**src/rtl/button_cond_pkg.sv**
```systemverilog
// Shared types and default 50 MHz timing for the push-button front end.
package button_cond_pkg;

  typedef enum logic [1:0] {
    BTN_IDLE,
    BTN_HOLD,
    BTN_REPEAT
  } btn_state_e;

  localparam int DEF_DEBOUNCE_CYC = 500_000;     // 10 ms
  localparam int DEF_HOLD_CYC     = 25_000_000;  // 0.5 s
  localparam int DEF_REPEAT_CYC   = 12_500_000;  // 0.25 s
  localparam int DEF_CNT_W        = 26;

endpackage

```
**src/rtl/button_channel.sv**
```systemverilog
// One button: 2-flop synchroniser, debouncer, and hold/auto-repeat FSM
// with registered, glitch-free outputs.
module button_channel
  import button_cond_pkg::*;
#(
  parameter int DEBOUNCE_CYC = DEF_DEBOUNCE_CYC,
  parameter int HOLD_CYC     = DEF_HOLD_CYC,
  parameter int REPEAT_CYC   = DEF_REPEAT_CYC,
  parameter int CNT_W        = DEF_CNT_W
) (
  input  logic clk,
  input  logic rst_n,
  input  logic btn_n,
  input  logic repeat_en,
  output logic level,
  output logic held,
  output logic press_pulse,
  output logic release_pulse,
  output logic event_pulse
);

  localparam logic [CNT_W-1:0] DEB_LAST  = CNT_W'(DEBOUNCE_CYC - 1);
  localparam logic [CNT_W-1:0] HOLD_LAST = CNT_W'(HOLD_CYC - 1);
  localparam logic [CNT_W-1:0] REP_LAST  = CNT_W'(REPEAT_CYC - 1);

  logic             sync_q1, sync_q2;
  logic             stable_n;
  logic [CNT_W-1:0] deb_cnt;
  logic             pressed;

  // NOTE: sequential state uses non-blocking assignments so every flop
  // samples the pre-edge value of its neighbours.
  always_ff @(posedge clk or negedge rst_n) begin
    if (!rst_n) begin
      sync_q1 <= 1'b1;
      sync_q2 <= 1'b1;
    end else begin
      sync_q1 <= btn_n;
      sync_q2 <= sync_q1;
    end
  end

  // A level change is accepted only after DEBOUNCE_CYC consecutive differing samples.
  always_ff @(posedge clk or negedge rst_n) begin
    if (!rst_n) begin
      stable_n <= 1'b1;
      deb_cnt  <= '0;
    end else if (sync_q2 == stable_n) begin
      deb_cnt <= '0;
    end else if (deb_cnt == DEB_LAST) begin
      stable_n <= sync_q2;
      deb_cnt  <= '0;
    end else begin
      deb_cnt <= deb_cnt + 1'b1;
    end
  end

  assign pressed = ~stable_n;

  btn_state_e       state, state_d;
  logic [CNT_W-1:0] timer, timer_d;
  logic             hold_done, rep_done;
  logic             level_d, held_d, press_d, release_d, event_d;

  assign hold_done = (timer == HOLD_LAST);
  assign rep_done  = (timer == REP_LAST);

  always_ff @(posedge clk or negedge rst_n) begin
    if (!rst_n) begin
      state         <= BTN_IDLE;
      timer         <= '0;
      level         <= 1'b0;
      held          <= 1'b0;
      press_pulse   <= 1'b0;
      release_pulse <= 1'b0;
      event_pulse   <= 1'b0;
    end else begin
      state         <= state_d;
      timer         <= timer_d;
      level         <= level_d;
      held          <= held_d;
      press_pulse   <= press_d;
      release_pulse <= release_d;
      event_pulse   <= event_d;
    end
  end

  // NOTE: every combinational output gets a default first, so no path
  // can leave it unassigned and infer a latch.
  always_comb begin
    state_d = state;
    timer_d = '0;
    if (!pressed) begin
      state_d = BTN_IDLE;
    end else begin
      case (state)
        BTN_IDLE:   state_d = BTN_HOLD;
        BTN_HOLD:   if (hold_done) state_d = BTN_REPEAT;
                    else           timer_d = timer + 1'b1;
        BTN_REPEAT: if (!rep_done) timer_d = timer + 1'b1;
        default:    state_d = BTN_IDLE;
      endcase
    end
  end

  // Release is checked first so it wins over a coincident timer terminal.
  always_comb begin
    level_d   = pressed;
    held_d    = held;
    press_d   = 1'b0;
    release_d = 1'b0;
    event_d   = 1'b0;
    if (!pressed) begin
      held_d    = 1'b0;
      release_d = (state != BTN_IDLE);
    end else begin
      case (state)
        BTN_IDLE: begin
          press_d = 1'b1;
          event_d = 1'b1;
        end
        BTN_HOLD: if (hold_done) begin
          held_d  = 1'b1;
          event_d = repeat_en;
        end
        BTN_REPEAT: if (rep_done) event_d = repeat_en;
        default: ;
      endcase
    end
  end

endmodule

```
**src/rtl/button_conditioner.sv**
```systemverilog
// Turns raw active-low buttons into debounced levels and single-cycle
// press/release/event strobes for the time and date setting logic.
module button_conditioner
  import button_cond_pkg::*;
#(
  parameter int N_BTN        = 3,
  parameter int DEBOUNCE_CYC = DEF_DEBOUNCE_CYC,
  parameter int HOLD_CYC     = DEF_HOLD_CYC,
  parameter int REPEAT_CYC   = DEF_REPEAT_CYC,
  parameter int CNT_W        = DEF_CNT_W
) (
  input  logic             clk,
  input  logic             rst_n,
  input  logic [N_BTN-1:0] btn_n,
  input  logic [N_BTN-1:0] repeat_en,
  output logic [N_BTN-1:0] level,
  output logic [N_BTN-1:0] held,
  output logic [N_BTN-1:0] press_pulse,
  output logic [N_BTN-1:0] release_pulse,
  output logic [N_BTN-1:0] event_pulse
);

  localparam longint CNT_SPAN = 64'(1) << CNT_W;

  if (DEBOUNCE_CYC < 1 || HOLD_CYC < 1 || REPEAT_CYC < 1 ||
      longint'(DEBOUNCE_CYC) > CNT_SPAN || longint'(HOLD_CYC) > CNT_SPAN ||
      longint'(REPEAT_CYC) > CNT_SPAN) begin : g_bad_param
    $fatal(1, "button_conditioner: *_CYC must be in 1 .. 2**CNT_W");
  end

  for (genvar i = 0; i < N_BTN; i++) begin : g_ch
    button_channel #(
      .DEBOUNCE_CYC (DEBOUNCE_CYC),
      .HOLD_CYC     (HOLD_CYC),
      .REPEAT_CYC   (REPEAT_CYC),
      .CNT_W        (CNT_W)
    ) u_channel (
      .clk           (clk),
      .rst_n         (rst_n),
      .btn_n         (btn_n[i]),
      .repeat_en     (repeat_en[i]),
      .level         (level[i]),
      .held          (held[i]),
      .press_pulse   (press_pulse[i]),
      .release_pulse (release_pulse[i]),
      .event_pulse   (event_pulse[i])
    );
  end

endmodule

```
**config.mk**
```make
export PLATFORM = sky130hd
export DESIGN_NAME = button_conditioner
export DESIGN_NICKNAME = d
export VERILOG_FILES = /design/src/rtl/button_cond_pkg.sv /design/src/rtl/button_channel.sv /design/src/rtl/button_conditioner.sv
export SDC_FILE = /design/constraint.sdc
export NUM_CORES = 1
export LEC_CHECK = 0
export BUFFER_PORTS_ARGS = -buffer_cell sky130_fd_sc_hd__buf_2
export CAP_MARGIN = 20
export CORE_UTILIZATION = 50
export CTS_CLUSTER_SIZE = 12
export DETAILED_ROUTE_END_ITERATION = 8
export MAX_ROUTING_LAYER = met4
export PLACE_DENSITY = 0.69
export SYNTH_ARGS = -nofsm -noshare
export SYNTH_HDL_FRONTEND = slang
export SYNTH_SLANG_ARGS = --single-unit
export TNS_END_PERCENT = 100
```
**constraint.sdc**
```tcl
create_clock -name clk -period 2.13 [get_ports clk]
set_clock_uncertainty 0.1 [all_clocks]
set_input_delay 0.639 -clock clk [delete_from_list [all_inputs] [get_ports clk]]
set_output_delay 0.639 -clock clk [all_outputs]
set_load 0.03 [all_outputs]
```
### Word-level counts from Yosys, hierarchy flattened

Cells that the tools add are included.

* flip-flop bits (word level): 186
* input bits: 8
* word-level logic and storage cells: 147
* output and inout port bits: 15

* bitwise operators: 6
* equality and inequality tests: 24
* reduce and logical (&&, ||, !) cells: 21
* add/subtract/negate cells: 6
* muxes and demuxes: 57

Operators by type and width (count)
* 26-bit 2-to-1 mux: 15
* 26-bit by 1-bit adder with 26-bit output, second input constant: 6
* 26-bit one-hot mux with 2 select lines: 3
* 26-bit by 19-bit == test with 1-bit output, second input constant: 3
* 26-bit by 24-bit == test with 1-bit output, second input constant: 3
* 26-bit by 25-bit == test with 1-bit output, second input constant: 3
* 1-bit 2-to-1 mux: 27
* 2-bit one-hot mux with 3 select lines: 3
* 2-bit AND reduction: 9
* 2-bit nonzero test: 9
* 2-bit 2-to-1 mux: 6
* 3-bit by 1-bit inequality test with 1-bit output, second input constant: 3
* 1-bit one-hot mux with 3 select lines: 3
* 2-bit by 1-bit == test with 1-bit output, second input constant: 3
* 2-bit == test, second input constant: 3
* 2-bit zero test: 3
* 2-bit by 1-bit inequality test with 1-bit output, second input constant: 3
* 1-bit inverter: 6
* 1-bit == test: 3

### Depth between registers and ports, before layout

Gate-level depths: netlist of run 1.

* word-level depth: 4
* depth in mapped cells: 8
* gate-level depth less buffers: 6

### Modules after synthesis

From an unflattened synthesis of run 1, not the netlist that was laid out.

* cells, all modules: 1003
* area total of the unflattened synthesis: 9703.1 µm²

Modules (own cells, without submodules)
* button_channel (g_ch[1].u_channel ...): times used 2, cells an instance 332, seq. area each 1555.2 µm², area each 3185.6 µm²
* button_channel (g_ch[0].u_channel): times used 1, cells an instance 339, seq. area each 1555.2 µm², area each 3331.9 µm²

### Worst setup path after synthesis of run 1

Ideal clock, no wire load.

* path kind: reg-to-reg
* start: reg g_ch[0].u_channel.timer[0]
* end: reg g_ch[0].u_channel.timer[9]
* data required time: 1.911 ns
* library setup time: 0.119 ns
* arrival: 1.968 ns
* path buffers: 1
* clock period less this slack: 2.187 ns
* cell stages (with the launch flop): 8
* path slack: -0.057 ns
* cell sequence: dfrtp_1 > ha_1 > nor4bb_1 > nand4_1 > or4_1 > a32oi_4 > buf_6 > nor2_1

* cells in the longest elaborated chain, start to end: 4
* elaborated cells on any way between the ends: 7
* those cells by class: add/sub: 1; eq/ne: 2; mux: 4

Ends and longest elaborated chain
* from (decl): line button_channel.sv:61 `logic [CNT_W-1:0] timer, timer_d;`
* from (signal assigned): line button_channel.sv:79 `timer <= timer_d;`
* 26-bit by 1-bit adder with 26-bit output (tied with other cells): line button_channel.sv:99, button_channel.sv:100
* 26-bit 2-to-1 mux (on tied branches): line button_channel.sv:100, button_channel.sv:98
* 26-bit one-hot mux with 2 select lines *: line button_channel.sv:96 `case (state)`
* 26-bit 2-to-1 mux *: line button_channel.sv:93 `if (!pressed) begin`
* net g_ch[0].u_channel.timer_d[9]: line button_channel.sv:61

The timed path passes the listed nets; every way through them passes the cells marked *.
A chain may end at the register's enable or synchronous reset.

### Worst setup path after layout of run 1

* start: reg g_ch[2].u_channel.deb_cnt[21]
* end: reg g_ch[2].u_channel.deb_cnt[6]

* cells in the longest elaborated chain, start to end: 3

Ends and longest elaborated chain
* from (decl): line button_channel.sv:28 `logic [CNT_W-1:0] deb_cnt;`
* from (signal assigned): line button_channel.sv:54 `deb_cnt <= deb_cnt + 1'b1;`
* 26-bit by 19-bit == test with 1-bit output: line button_channel.sv:50 `end else if (deb_cnt == DEB_LAST) begin`
* 26-bit 2-to-1 mux: line button_channel.sv:50
* 26-bit 2-to-1 mux: line button_channel.sv:48 `end else if (sync_q2 == stable_n) begin`

No other way between the ends.

==> results of run 1 <==
[registers in the layout, indices dropped and copies added (netlist names)]
register	count
g_ch.u_channel.deb_cnt	78
g_ch.u_channel.event_pulse	3
g_ch.u_channel.held	3
g_ch.u_channel.level	3
g_ch.u_channel.press_pulse	3
g_ch.u_channel.release_pulse	3
g_ch.u_channel.stable_n	3
g_ch.u_channel.state	6
g_ch.u_channel.sync_q1	3
g_ch.u_channel.sync_q2	3
g_ch.u_channel.timer	78
[kinds of logic (layout without fill, tap and decap cells)]
logic type / Yosys count / after routing / share of synthesized area
AO/OA/AOI/OAI: 22 / 22 / 0.0200
adder cells (fa/ha/maj): 24 / 24 / 0.0317
XOR/XNOR: 147 / 147 / 0.136
flip-flops: 186 / 186 / 0.493
AND/OR/NAND/NOR: 533 / 533 / 0.279
buffers and inverters: 71 / 161 / 0.0397
[cell type report]
cell class	instances	area (um^2)
fill	1525	7120
sequential	186	4670
multi-input combinational	726	4660
timing repair buffer	98	867
clock buffer	19	433
tap	229	287
clock inverter	13	120
inverter	31	116
[placed cells by master, fill, tap and decap left out, drive strengths merged, types with 2 or more instances in the layout]
master / count
clkinvlp: 6
nor2b: 7
or4: 9
nor2: 215
a31oi: 3
o21ai: 5
o221a: 2
clkbuf: 22
dfstp: 9
nand4: 55
and4: 12
nor4: 27
and2: 4
or2: 8
or4b: 4
and3: 19
xnor2: 71
dfrtp: 177
nand2: 69
nor3: 28
buf: 95
nor4b: 4
xor2: 76
inv: 34
clkinv: 3
nand3: 63
o21a: 2
nor4bb: 5
a32oi: 3
ha: 24
[worst register-to-register path, stage by stage (launching register included)]
cell and delay, ps:
dfrtp_1 380, or4_1 520, or4_4 450, nor3_4 140, or2_4 210, clkbuf_16 200
nor2_4 40
[stage by stage]
stage	setup TNS, ps	hold slack (ps)	cell area [um^2]	utilization	setup WS, ps
finish	-274	37.2	11100	0.610	-27.0
global placement	0	250	10200	0.560	1.08
global route	-2710	41.4	11100	0.610	-92.5
CTS	0	34.0	10900	0.594	2.97
floorplan	0	243	9480	-	0.915
detailed placement	-624	248	10200	0.560	-33.0
[worst max-delay path by stage]
stage / cells after the start / slack, ps / startpoint / endpoint
detailed placement: 6 / -30 / g_ch[1].u_channel.timer[22]$_DFF_PN0_ / g_ch[1].u_channel.timer[19]$_DFF_PN0_
finish: 6 / -30 / g_ch[2].u_channel.deb_cnt[21]$_DFF_PN0_ / g_ch[2].u_channel.deb_cnt[6]$_DFF_PN0_
global route: 6 / -90 / g_ch[2].u_channel.deb_cnt[21]$_DFF_PN0_ / g_ch[2].u_channel.deb_cnt[18]$_DFF_PN0_
floorplan: 7 / 0.9 / g_ch[1].u_channel.timer[22]$_DFF_PN0_ / g_ch[1].u_channel.timer[8]$_DFF_PN0_
global placement: 6 / 1 / g_ch[2].u_channel.deb_cnt[21]$_DFF_PN0_ / g_ch[2].u_channel.deb_cnt[8]$_DFF_PN0_
CTS: 6 / 3 / g_ch[2].u_channel.deb_cnt[21]$_DFF_PN0_ / g_ch[2].u_channel.deb_cnt[10]$_DFF_PN0_
[repair_timing]
| action | 4_1_cts | 5_1_grt |
|---|---|---|
| setup endpoints to repair | 49 | 135 |
| setup buffers | 3 | 4 |
| pin swaps | 3 | 26 |
| hold buffers | 0 | 0 |
| cloned | 1 | 3 |
| gates resized for setup | 5 | 58 |
[power breakdown]
part	internal (mW)	switching, mW	leakage, nW
clock network	1.62	1.37	0.252
logic	0.0639	0.128	2.07
registers	3.56	0.0168	2.50
[metal layers]
metal	vias to the layer above	track usage	share of wire
li1	3486	-	-
met1	3370	0.273	0.49
met2	80	0.307	0.47
met3	23	0.0403	0.026
met4	0	0.0625	0.012
met5	-	-	0
==> out/results.ini, run 1 <==
[critical_path]
ff2ff_setup_slack_ps=-30
cp_cell_sequence=or4_1 > or4_4 > nor3_4 > or2_4 > clkbuf_16 > nor2_4
critPathRequiredTime_ps=2340
critPathMaxStageDelay_ps=520
startpoint_type=flop
reg2reg_to=g_ch[2].u_channel.deb_cnt[6]$_DFF_PN0_
crit_buf_inv=1
worstSetupPathType=reg -> reg
slowest_stage=or4_1
endpoint_kind=flop
critPathMaxFanout=7
rr_startpoint=g_ch[2].u_channel.deb_cnt[21]$_DFF_PN0_
cp.arrival_ps=2370
r2r_cells=6
path_delay_family=simple AND/OR/NAND/NOR gates

[yosys]
async_flop_share=1.00
synth_most_common_cell=nor2_1
yosysTopAreaCell=dfrtp_1
syn_nets=1015
yosys.cell_types.count=50
ys_seq_area_frac=0.493
synth_ff_type=dfrtp_1
synth.avg_cell_area_um2=9.63
synth_area_leaders=dfrtp_1 47%, nor2_1 8.5%, xor2_1 7.0%, xnor2_1 6.6%, nand4_1 3.6%
yosysTopAreaCellShare=0.468
syn-instance-count=983
synthesis.area_um2=9460
synth_common_cells=215 x nor2_1, 177 x dfrtp_1, 76 x xor2_1
synth_edf_count=0
synth_seq_cells=186
yosys_warnings=0

[layout]
drive_gt1_frac=0.181
layout.cells.non_filler=1302
area_growth_pct=17.8
fin_nets=1092
antennaDiodeCount=0

[detailed_routing]
drt_wl_total_um=18200
viasPerCell=5.34
drt_iter0_markers=335
ant_nets=0
detail_route.wl_per_cell_um=14.0
first_pass_iters=6
remaining_drc_errors=0
vias=6959

[sta]
finalHoldViolCount=0
setup_ws_ps=-27.0
min_period_ps=2160
finalMaxSlewViolations=0
maxSlewHeadroom=0.667
post-route-period-util=1.01
setup_viol=14
fmax_mhz=464
rsz0062_at_grt=true
worst-slew-pin-transition_ps=495

[grt]
grt_pass1_wl_um=31100
grt_max_degree=47
grt_antenna_before_repair=0
grt_remaining_overflow=0
grt_usage=0.202
first_global_vias=6654

[clock_tree]
cts_sinks=186
clock_path_buffers=2
root_buffer=clkbuf_16
htreeDepth=4
cts_buffers=17
clk_latency_ps=430
path_clk_slew_ps=70
cts_tree=yes

[power_and_ir_drop]
ir_drop_mv=0.537
p_leak_nw=4.82
total_power_mw=6.75
power_density_nw_per_um2=605

[placement]
dpl.cell_count=1260
port_buffers=22
globalplace.congestion=0.850
dp_hpwl_um=11900

[floorplanning]
die_height_um=140
rows=49
coreArea_um2=18300
fp.dieW_um=140
ios=23
dieArea_um2=19500
initial_core_util=0.518

[status]
status=complete, but fails checks
violations=negative setup slack

[hold_path]
hp-class=in -> async

[flow_run]
drv_cap=0

No activity file was read; power rests on OpenSTA's default activity.
==> run 2, diff against run 1 <==
--- a/config.mk
+++ b/config.mk
@@ -12,6 +12,7 @@
 export DETAILED_ROUTE_END_ITERATION = 8
 export MAX_ROUTING_LAYER = met4
 export PLACE_DENSITY = 0.69
+export SETUP_SLACK_MARGIN = 0.02
 export SYNTH_ARGS = -nofsm -noshare
 export SYNTH_HDL_FRONTEND = slang
 export SYNTH_SLANG_ARGS = --single-unit
==> run 2 against run 1 <==
  * The flow still finishes with violations (negative setup slack)
  * Die area unchanged
  * Clock-buffer cell count down 2
  * Non-clock buffer count down 4
  * Register-to-register slack worse by 20 ps
  * Sequential share of layout area up 0.62 points
  * Cell area down 1.5%
  * Core utilization down 0.91 points
  * Worst setup slack worse by 16 ps
  * Via count up 0.86%
  * Clock power up 5%
  * Worst hold slack better by 5.7 ps
  * Final cell count down 0.31%
==> out/results.ini, run 2 (synthesis results as in run 1) <==
[status]
status=complete, but fails checks
violations=negative setup slack

[placement]
dp_hpwl_um=12500
globalplace.congestion=0.875
dpl.cell_count=1263
place_ws_ps=-2.73
port_buffers=22

[critical_path]
endpoint_kind=flop
slowest_stage=or4_1
critPathMaxStageDelay_ps=530
cp_cell_sequence=or4_1 > or4_4 > nor3_4 > or2_4 > clkbuf_16 > nor2_1
worstSetupPathType=reg -> reg
critPathMaxFanout=13
critPathRequiredTime_ps=2350
cp.arrival_ps=2400
startpoint_type=flop

[detailed_routing]
drt_iter0_markers=396
first_pass_iters=5
detail_route.wl_per_cell_um=14.2
viasPerCell=5.41
drt_wl_total_um=18500
ant_nets=0
vias=7019
remaining_drc_errors=0

[floorplanning]
die_height_um=140
coreArea_um2=18300
ios=23
initial_core_util=0.518
rows=49
dieArea_um2=19500
fp.dieW_um=140

[power_and_ir_drop]
p_leak_nw=4.83
power_density_nw_per_um2=626
ir_drop_mv=0.503

[clock_tree]
cts_buffers=17
clk_latency_ps=440
cts_tree=yes
root_buffer=clkbuf_16
cts_hold_buf=0
htreeDepth=4
cts_sinks=186
path_clk_slew_ps=70
clock_path_buffers=2

[layout]
drive_gt1_frac=0.161
layout_common_cells=208 x nor2_1, 177 x dfrtp_1, 76 x xor2_1
antennaDiodeCount=0
mostFrequentLayoutCell=nor2_1
fill_cells=1570
top_regs=g_ch.u_channel.deb_cnt (78), g_ch.u_channel.timer (78), g_ch.u_channel.state (6)
fin_nets=1088
area_growth_pct=16.1
layout.cells.non_filler=1298

[grt]
first_global_vias=6594
grt_usage=0.201
grt_remaining_overflow=0
grt_max_degree=51
grt_antenna_before_repair=0
grt_pass1_wl_um=30900

[sta]
finalSetupTns_ps=-666
post-route-period-util=1.02
maxSlewHeadroom=0.683
setup_ws_ps=-43.4
setup_viol=26
finalMaxSlewViolations=0
finalHoldViolCount=0
rsz0062_at_grt=true
hold_slack_ps=42.9
min_period_ps=2170
worst-slew-pin-transition_ps=472
fmax_mhz=460

[hold_path]
hp-class=in -> async

[flow_run]
drv_cap=0

[run 2: metrics by stage]
| step | util | total power [mW] | cell area (um^2) |
|---|---|---|---|
| 2_1_floorplan | - | 3.69 | 9480 |
| 3_3_place_gp | 0.560 | 3.80 | 10200 |
| 3_5_place_dp | 0.560 | 3.81 | 10200 |
| 4_1_cts | 0.592 | 6.94 | 10800 |
| 5_1_grt | 0.601 | 7.12 | 11000 |
| 6_report | 0.601 | 6.87 | 11000 |
[run 2: final timing paths]
check,cells after the start,start,to,slack (ps)
min reg2reg,0,g_ch[0].u_channel.sync_q1$_DFF_PN1_,g_ch[0].u_channel.sync_q2$_DFF_PN1_,260
max in group asynchronous,2,rst_n,g_ch[2].u_channel.timer[2]$_DFF_PN0_,1270
min in group clk,1,btn_n[1],g_ch[1].u_channel.sync_q1$_DFF_PN1_,190
min,1,rst_n,g_ch[1].u_channel.deb_cnt[21]$_DFF_PN0_,40
max reg2reg,6,g_ch[2].u_channel.deb_cnt[21]$_DFF_PN0_,g_ch[2].u_channel.deb_cnt[16]$_DFF_PN0_,-40
max,6,g_ch[2].u_channel.deb_cnt[21]$_DFF_PN0_,g_ch[2].u_channel.deb_cnt[16]$_DFF_PN0_,-40
[run 2: routing by layer]
| metal | up-vias | global-route usage | part of all wire |
|---|---|---|---|
| li1 | 3482 | - | - |
| met1 | 3421 | 0.268 | 0.49 |
| met2 | 103 | 0.317 | 0.47 |
| met3 | 13 | 0.0396 | 0.034 |
| met4 | 0 | 0.0486 | 0.0081 |
| met5 | - | - | 0 |
[run 2: where the power goes]
part	switching [mW]	internal, mW
clock network	1.48	1.66
logic	0.113	0.0527
registers	0.0187	3.55
total	1.61	5.26
[run 2: critical path, delay by kind of cell, from the launching register on]
kind	cells	cell delay, ps
AND/OR/NAND/NOR	5	1390
flip-flops	1	400
buffers and inverters	1	170
[run 2: area by class of cell]
cell class                 count  area [um^2]  area share
multi-input combinational    726         4520       0.412
sequential                   186         4670       0.425
tap                          229          287      0.0261
clock inverter                15          156      0.0142
inverter                      31          116      0.0106
clock buffer                  17          425      0.0387
timing repair buffer          94          807      0.0735
[run 2: repair_timing]
item / CTS / global route
endpoints found under the setup margin: 33 / 135
pin swaps: 2 / 7
cloned: 0 / 3
setup buffers: 1 / 0
gates resized for setup: 2 / 23
